==> config.mk <==
export PLATFORM = sky130hd
export DESIGN_NAME = gray_step_ctrl
export DESIGN_NICKNAME = d
export VERILOG_FILES = /design/src/rtl/gray_step_ctrl_pkg.sv /design/src/rtl/gray_step_ctrl_gray_conv3.sv /design/src/rtl/gray_step_ctrl.sv
export SDC_FILE = /design/constraint.sdc
export NUM_CORES = 1
export LEC_CHECK = 0
export BUFFER_PORTS_ARGS = -buffer_cell sky130_fd_sc_hd__buf_2
export CORE_UTILIZATION = 55
export DETAILED_ROUTE_END_ITERATION = 10
export GPL_ROUTABILITY_DRIVEN = 0
export PLACE_DENSITY = 0.81
export RECOVER_POWER = 25
export SLEW_MARGIN = 40
export SYNTH_ARGS = -nofsm -noshare
export SYNTH_HDL_FRONTEND = slang
export SYNTH_SLANG_ARGS = --single-unit
==> constraint.sdc <==
create_clock -name clk -period 2.9 [get_ports clk]
set_input_delay 0.145 -clock clk [delete_from_list [all_inputs] [get_ports clk]]
set_output_delay 0.145 -clock clk [all_outputs]
set_load 0.1 [all_outputs]
==> src/rtl/gray_step_ctrl_pkg.sv <==
// Shared constants for the Gray-coded step controller: FSM encodings and dwell default.
package gray_step_ctrl_pkg;

   typedef enum logic [1:0] {
      ST_IDLE = 2'b00,
      ST_STEP = 2'b01,
      ST_HOLD = 2'b10,
      ST_DONE = 2'b11
   } state_e;

   localparam int unsigned DWELL_DEFAULT = 4;

endpackage

==> src/rtl/gray_step_ctrl_gray_conv3.sv <==
// Three-bit binary to reflected Gray code conversion, purely combinational.
module gray_conv3 (
   input  logic [2:0] bin,
   output logic [2:0] gray
);

   assign gray = bin ^ (bin >> 1);

endmodule

==> src/rtl/gray_step_ctrl.sv <==
// Step sequencer: moves a 3-bit position by +/-1 per step, holding each step for DWELL
// cycles, and publishes the position in Gray code so observers only ever see one bit flip.
module gray_step_ctrl
   import gray_step_ctrl_pkg::*;
#(
   parameter int unsigned DWELL = DWELL_DEFAULT
) (
   input  logic       clk,
   input  logic       rst,
   input  logic       start,
   input  logic       dir,
   input  logic [2:0] steps,
   input  logic       stop,
   output logic       ack,
   output logic       busy,
   output logic       done,
   output logic [2:0] pos,
   output logic [2:0] G
);

   state_e     state_q, state_d;
   logic [2:0] pos_q, pos_d;
   logic [2:0] remaining_q, remaining_d;
   logic [3:0] dwell_q, dwell_d;
   logic       dir_q, dir_d;
   logic       ack_q, ack_d;
   logic       busy_q, busy_d;
   logic       done_q, done_d;

   always_comb begin
      // NOTE: every signal gets a default before the case so no path leaves it unassigned,
      // which would otherwise infer a latch.
      state_d     = state_q;
      pos_d       = pos_q;
      remaining_d = remaining_q;
      dwell_d     = dwell_q;
      dir_d       = dir_q;
      ack_d       = 1'b0;

      unique case (state_q)
         ST_IDLE: begin
            if (start) begin
               ack_d       = 1'b1;
               dir_d       = dir;
               remaining_d = steps;
               state_d     = (steps != 3'd0) ? ST_STEP : ST_DONE;
            end
         end
         ST_STEP: begin
            if (stop) begin
               state_d = ST_DONE;
            end else begin
               pos_d       = dir_q ? pos_q + 3'd1 : pos_q - 3'd1;
               remaining_d = remaining_q - 3'd1;
               dwell_d     = 4'(DWELL - 1);
               state_d     = ST_HOLD;
            end
         end
         ST_HOLD: begin
            if (stop) begin
               state_d = ST_DONE;
            end else if (dwell_q == 4'd0) begin
               state_d = (remaining_q != 3'd0) ? ST_STEP : ST_DONE;
            end else begin
               dwell_d = dwell_q - 4'd1;
            end
         end
         ST_DONE: begin
            // Entered straight from IDLE (steps=0) the pulse is deferred one cycle so it
            // never coincides with ack; otherwise it fires on entry.
            state_d = done_q ? ST_IDLE : ST_DONE;
         end
         default: state_d = ST_IDLE;
      endcase

      busy_d = (state_d != ST_IDLE);
      done_d = (state_q != ST_IDLE) && (state_d == ST_DONE) && !done_q;
   end

   always_ff @(posedge clk) begin
      // NOTE: state registers use non-blocking assignments so every flop samples
      // pre-edge values regardless of statement order.
      if (rst) begin
         state_q     <= ST_IDLE;
         pos_q       <= 3'd0;
         remaining_q <= 3'd0;
         dwell_q     <= 4'd0;
         dir_q       <= 1'b0;
         ack_q       <= 1'b0;
         busy_q      <= 1'b0;
         done_q      <= 1'b0;
      end else begin
         state_q     <= state_d;
         pos_q       <= pos_d;
         remaining_q <= remaining_d;
         dwell_q     <= dwell_d;
         dir_q       <= dir_d;
         ack_q       <= ack_d;
         busy_q      <= busy_d;
         done_q      <= done_d;
      end
   end

   assign ack  = ack_q;
   assign busy = busy_q;
   assign done = done_q;
   assign pos  = pos_q;

   gray_conv3 u_gray_conv3 (
      .bin  (pos_q),
      .gray (G)
   );

endmodule
==> metrics.yaml <==
setup_path:
  worstSetupEndpointType: "flip-flop"
  cp.required_ns: 3.13
  start_kind: "flip-flop"
  crit_arrival_ns: 1.96
  cpPeakStageDelay_ns: 0.76
  critPathSlowestCell: "dfxtp_1"
  reg2reg_to: "pos[2]$_SDFFE_PP0P_"
  path_class: "reg -> reg"
  cp_max_fo: 23
  path_delay_family: "simple AND/OR/NAND/NOR gates"
  reg2reg_from: "state_q[0]$_SDFF_PP0_"
  cp_num_buf_inv: 0
  crit_path_cell_trace: "nand2b_1 -> or4_1 -> a21oi_1"
  r2r_slack_ns: 1.16
  reg2reg_depth: 3
run_status:
  outcome: "finished, final reports clean"
sta:
  finalCriticalPeriod_ns: 1.74
  finalSetupViolations: 0
  maxSlewViolCount: 0
  max_freq_mhz: 575
  slew_headroom: 0.229
  grt_setup_unrepaired: "no"
  finalHoldViolations: 0
  tns_ns: 0
  finalCritPeriodShare: 0.600
  skew_ns: 0.00619
  worst_pin_slew_ns: 1.16
clocking:
  holdBufCountCts: 0
  cts_setup_buffers: 0
  cts_root_buffer: "clkbuf_4"
  clock_sinks: 16
  htreeDepth: 1
  clk_latency_ns: 0.29
  numCtsBuffers: 3
  tritoncts: "built"
  cts_max_path_buffers: 2
  clk_pin_slew_ns: 0.10
  ctsResizeCount: 0
logic_synthesis:
  ys_async_sr_fraction: 0
  syn_area_um2: 965
  syn_inst: 106
  synth_edf_count: 0
  synth_fp_nets: 118
  yosysUniqueCellTypes: 46
  avgSynthCellArea_um2: 9.10
  yosys_most_used_dff: "dfxtp_1"
  ys_ff_latch: 16
  yosysWarnings: 0
  seq_area_frac_synth: 0.332
global_routing:
  gr-usage-all-layers: 0.251
  antenna_found_initial: 0
  grt-ovfl-total: 0
  grt_pass1_wl_um: 3570
  grt_pass1_vias: 827
  grt_max_degree: 24
pwr:
  p_seq_frac: 0.387
  power_frac_comb: 0.414
  ir_drop_mv: 0.501
  p_leak_nw: 0.406
  clockPowerShare: 0.199
  p_int_mw: 0.416
  switching_share: 0.439
  p_per_area_nw_per_um2: 709
  power.switching_mw: 0.325
final_layout:
  antenna_cells: 0
  drive_above_1_share: 0.205
  design_area_um2: 1040
  syn_to_final_growth_pct: 8.30
  num-fill-cells: 142
  nets: 130
detailed_routing:
  wl_per_cell_um: 14.9
  dr.pass1.iters: 6
  drt_iter0_drc: 23
  wirelength_um: 1980
  drc: 0
  drtAntennaViolNets: 0
  via_per_inst: 6.30
  num_vias: 838
run:
  max-cap-violations: 0
placed_design:
  dp_hpwl_um: 1380
  postPlaceCellArea_um2: 1020
  portBuffers: 16
worst_hold_path:
  hp-class: "in -> reg"
  hp-start: "dir"
  min_to: "dir_q$_SDFFE_PP0P_"
  min_delay_path_depth: 3
die:
  die_y_um: 43.9
  rows: 14
  die_width_um: 43.9
  ios: 17
  die_area_um2: 1930
  initial_utilization: 0.612
  coreArea_um2: 1580
[per-stage QoR]
stage                     cells  setup slack (ns)  utilization  total power, mW  hold slack, ns
final                       133              1.16        0.663            0.741          0.0934
after global routing        133             0.986        0.663            0.790           0.136
after CTS                   133              1.18        0.668            0.750          0.0891
after detailed placement    129              1.22        0.645            0.600           0.391
after global placement      129              1.28        0.645            0.592           0.379
after floorplan             106             0.228            -            0.555           0.289
[layout by cell type, fill, tap and decap left out, types with 2 or more instances in the layout]
cell type / count
a211oi_1: 3
a211oi_2: 2
a21oi_1: 6
buf_2: 11
clkbuf_1: 5
clkbuf_4: 3
dfxtp_1: 16
ha_1: 3
inv_1: 7
nand2_1: 3
nand2b_1: 3
nand3b_1: 2
nor2_1: 7
nor3_1: 3
nor3b_2: 2
nor4b_1: 2
nor4bb_1: 2
o2111ai_1: 2
o211ai_1: 2
o21ai_0: 2
o21ai_1: 2
xor2_1: 3
[cell usage after synthesis, types with 2 or more instances]
cell type	n	area, um^2
dfxtp_1	16	320
inv_1	7	26.3
nor2_1	7	26.3
a21oi_1	6	30.0
buf_2	5	25.0
a211oi_1	3	22.5
ha_1	3	37.5
nand2_1	3	11.3
nand2b_1	3	18.8
nor3_1	3	15.0
xor2_1	3	26.3
a211oi_2	2	25.0
buf_4	2	15.0
clkbuf_1	2	7.51
nand3b_1	2	15.0
nor3b_2	2	25.0
nor4b_1	2	17.5
nor4bb_1	2	20.0
o2111ai_1	2	17.5
o211ai_1	2	15.0
o21ai_0	2	10.0
o21ai_1	2	10.0
or3b_4	2	22.5
[power groups by stage]
stage	registers, mW	clock network, mW	logic [mW]
after floorplan	0.333	0	0.222
after global placement	0.289	0	0.303
after detailed placement	0.291	0	0.309
after CTS	0.286	0.153	0.311
after global routing	0.293	0.166	0.330
final	0.287	0.147	0.307
[worst max path at each step]
| stage | startpoint | slack (ns) | endpoint | cells past startpoint |
|---|---|---|---|---|
| final | state_q[0]$_SDFF_PP0_ | 1.16 | pos[2]$_SDFFE_PP0P_ | 3 |
| after global routing | state_q[0]$_SDFF_PP0_ | 0.99 | pos[2]$_SDFFE_PP0P_ | 3 |
| after CTS | state_q[0]$_SDFF_PP0_ | 1.18 | pos[2]$_SDFFE_PP0P_ | 3 |
| after detailed placement | state_q[0]$_SDFF_PP0_ | 1.22 | pos[2]$_SDFFE_PP0P_ | 3 |
| after global placement | state_q[0]$_SDFF_PP0_ | 1.28 | pos[2]$_SDFFE_PP0P_ | 3 |
| after floorplan | pos[1]$_SDFFE_PP0P_ | 0.23 | G[0] | 1 |
[worst register-to-register path: stages (launching register included)]
cell and delay (ns):
dfxtp_1 0.76, nand2b_1 0.26, or4_1 0.51, a21oi_1 0.14
[kinds of logic (layout without fill, tap and decap cells)]
group,count (synthesis),after routing,share of synthesized area
DFF,16,16,0.332
xor gates and xnor gates,4,4,0.0363
and+or+nand+nor,35,35,0.240
adders and majority gates,4,4,0.0597
AOI/OAI and AO/OA,30,30,0.245
muxes,1,1,0.0104
buffers and inverters,16,27,0.0765
[per-layer routing]
| metal | wire length (um) | up-vias | track usage |
|---|---|---|---|
| li1 | - | 417 | - |
| met1 | 891 | 395 | 0.309 |
| met2 | 983 | 24 | 0.406 |
| met3 | 89 | 2 | 0.0875 |
| met4 | 13 | 0 | 0.0909 |
| met5 | 0 | - | 0 |
[flip-flops by register name, indices dropped and copies added (netlist names)]
register,cells
remaining_q,3
state_q,2
pos,3
dwell_q,4
ack,1
done,1
dir_q,1
busy,1
[layout make-up]
type / count / area, um^2 / area share
Clock buffer: 4 / 36.3 / 0.0347
Inverter: 7 / 26.3 / 0.0251
Multi-Input combinational cell: 74 / 568 / 0.544
Sequential cell: 16 / 320 / 0.307
Tap cell: 16 / 20.0 / 0.0192
Timing Repair Buffer: 16 / 73.8 / 0.0707
Note: power is estimated with default switching activity, not from simulation.
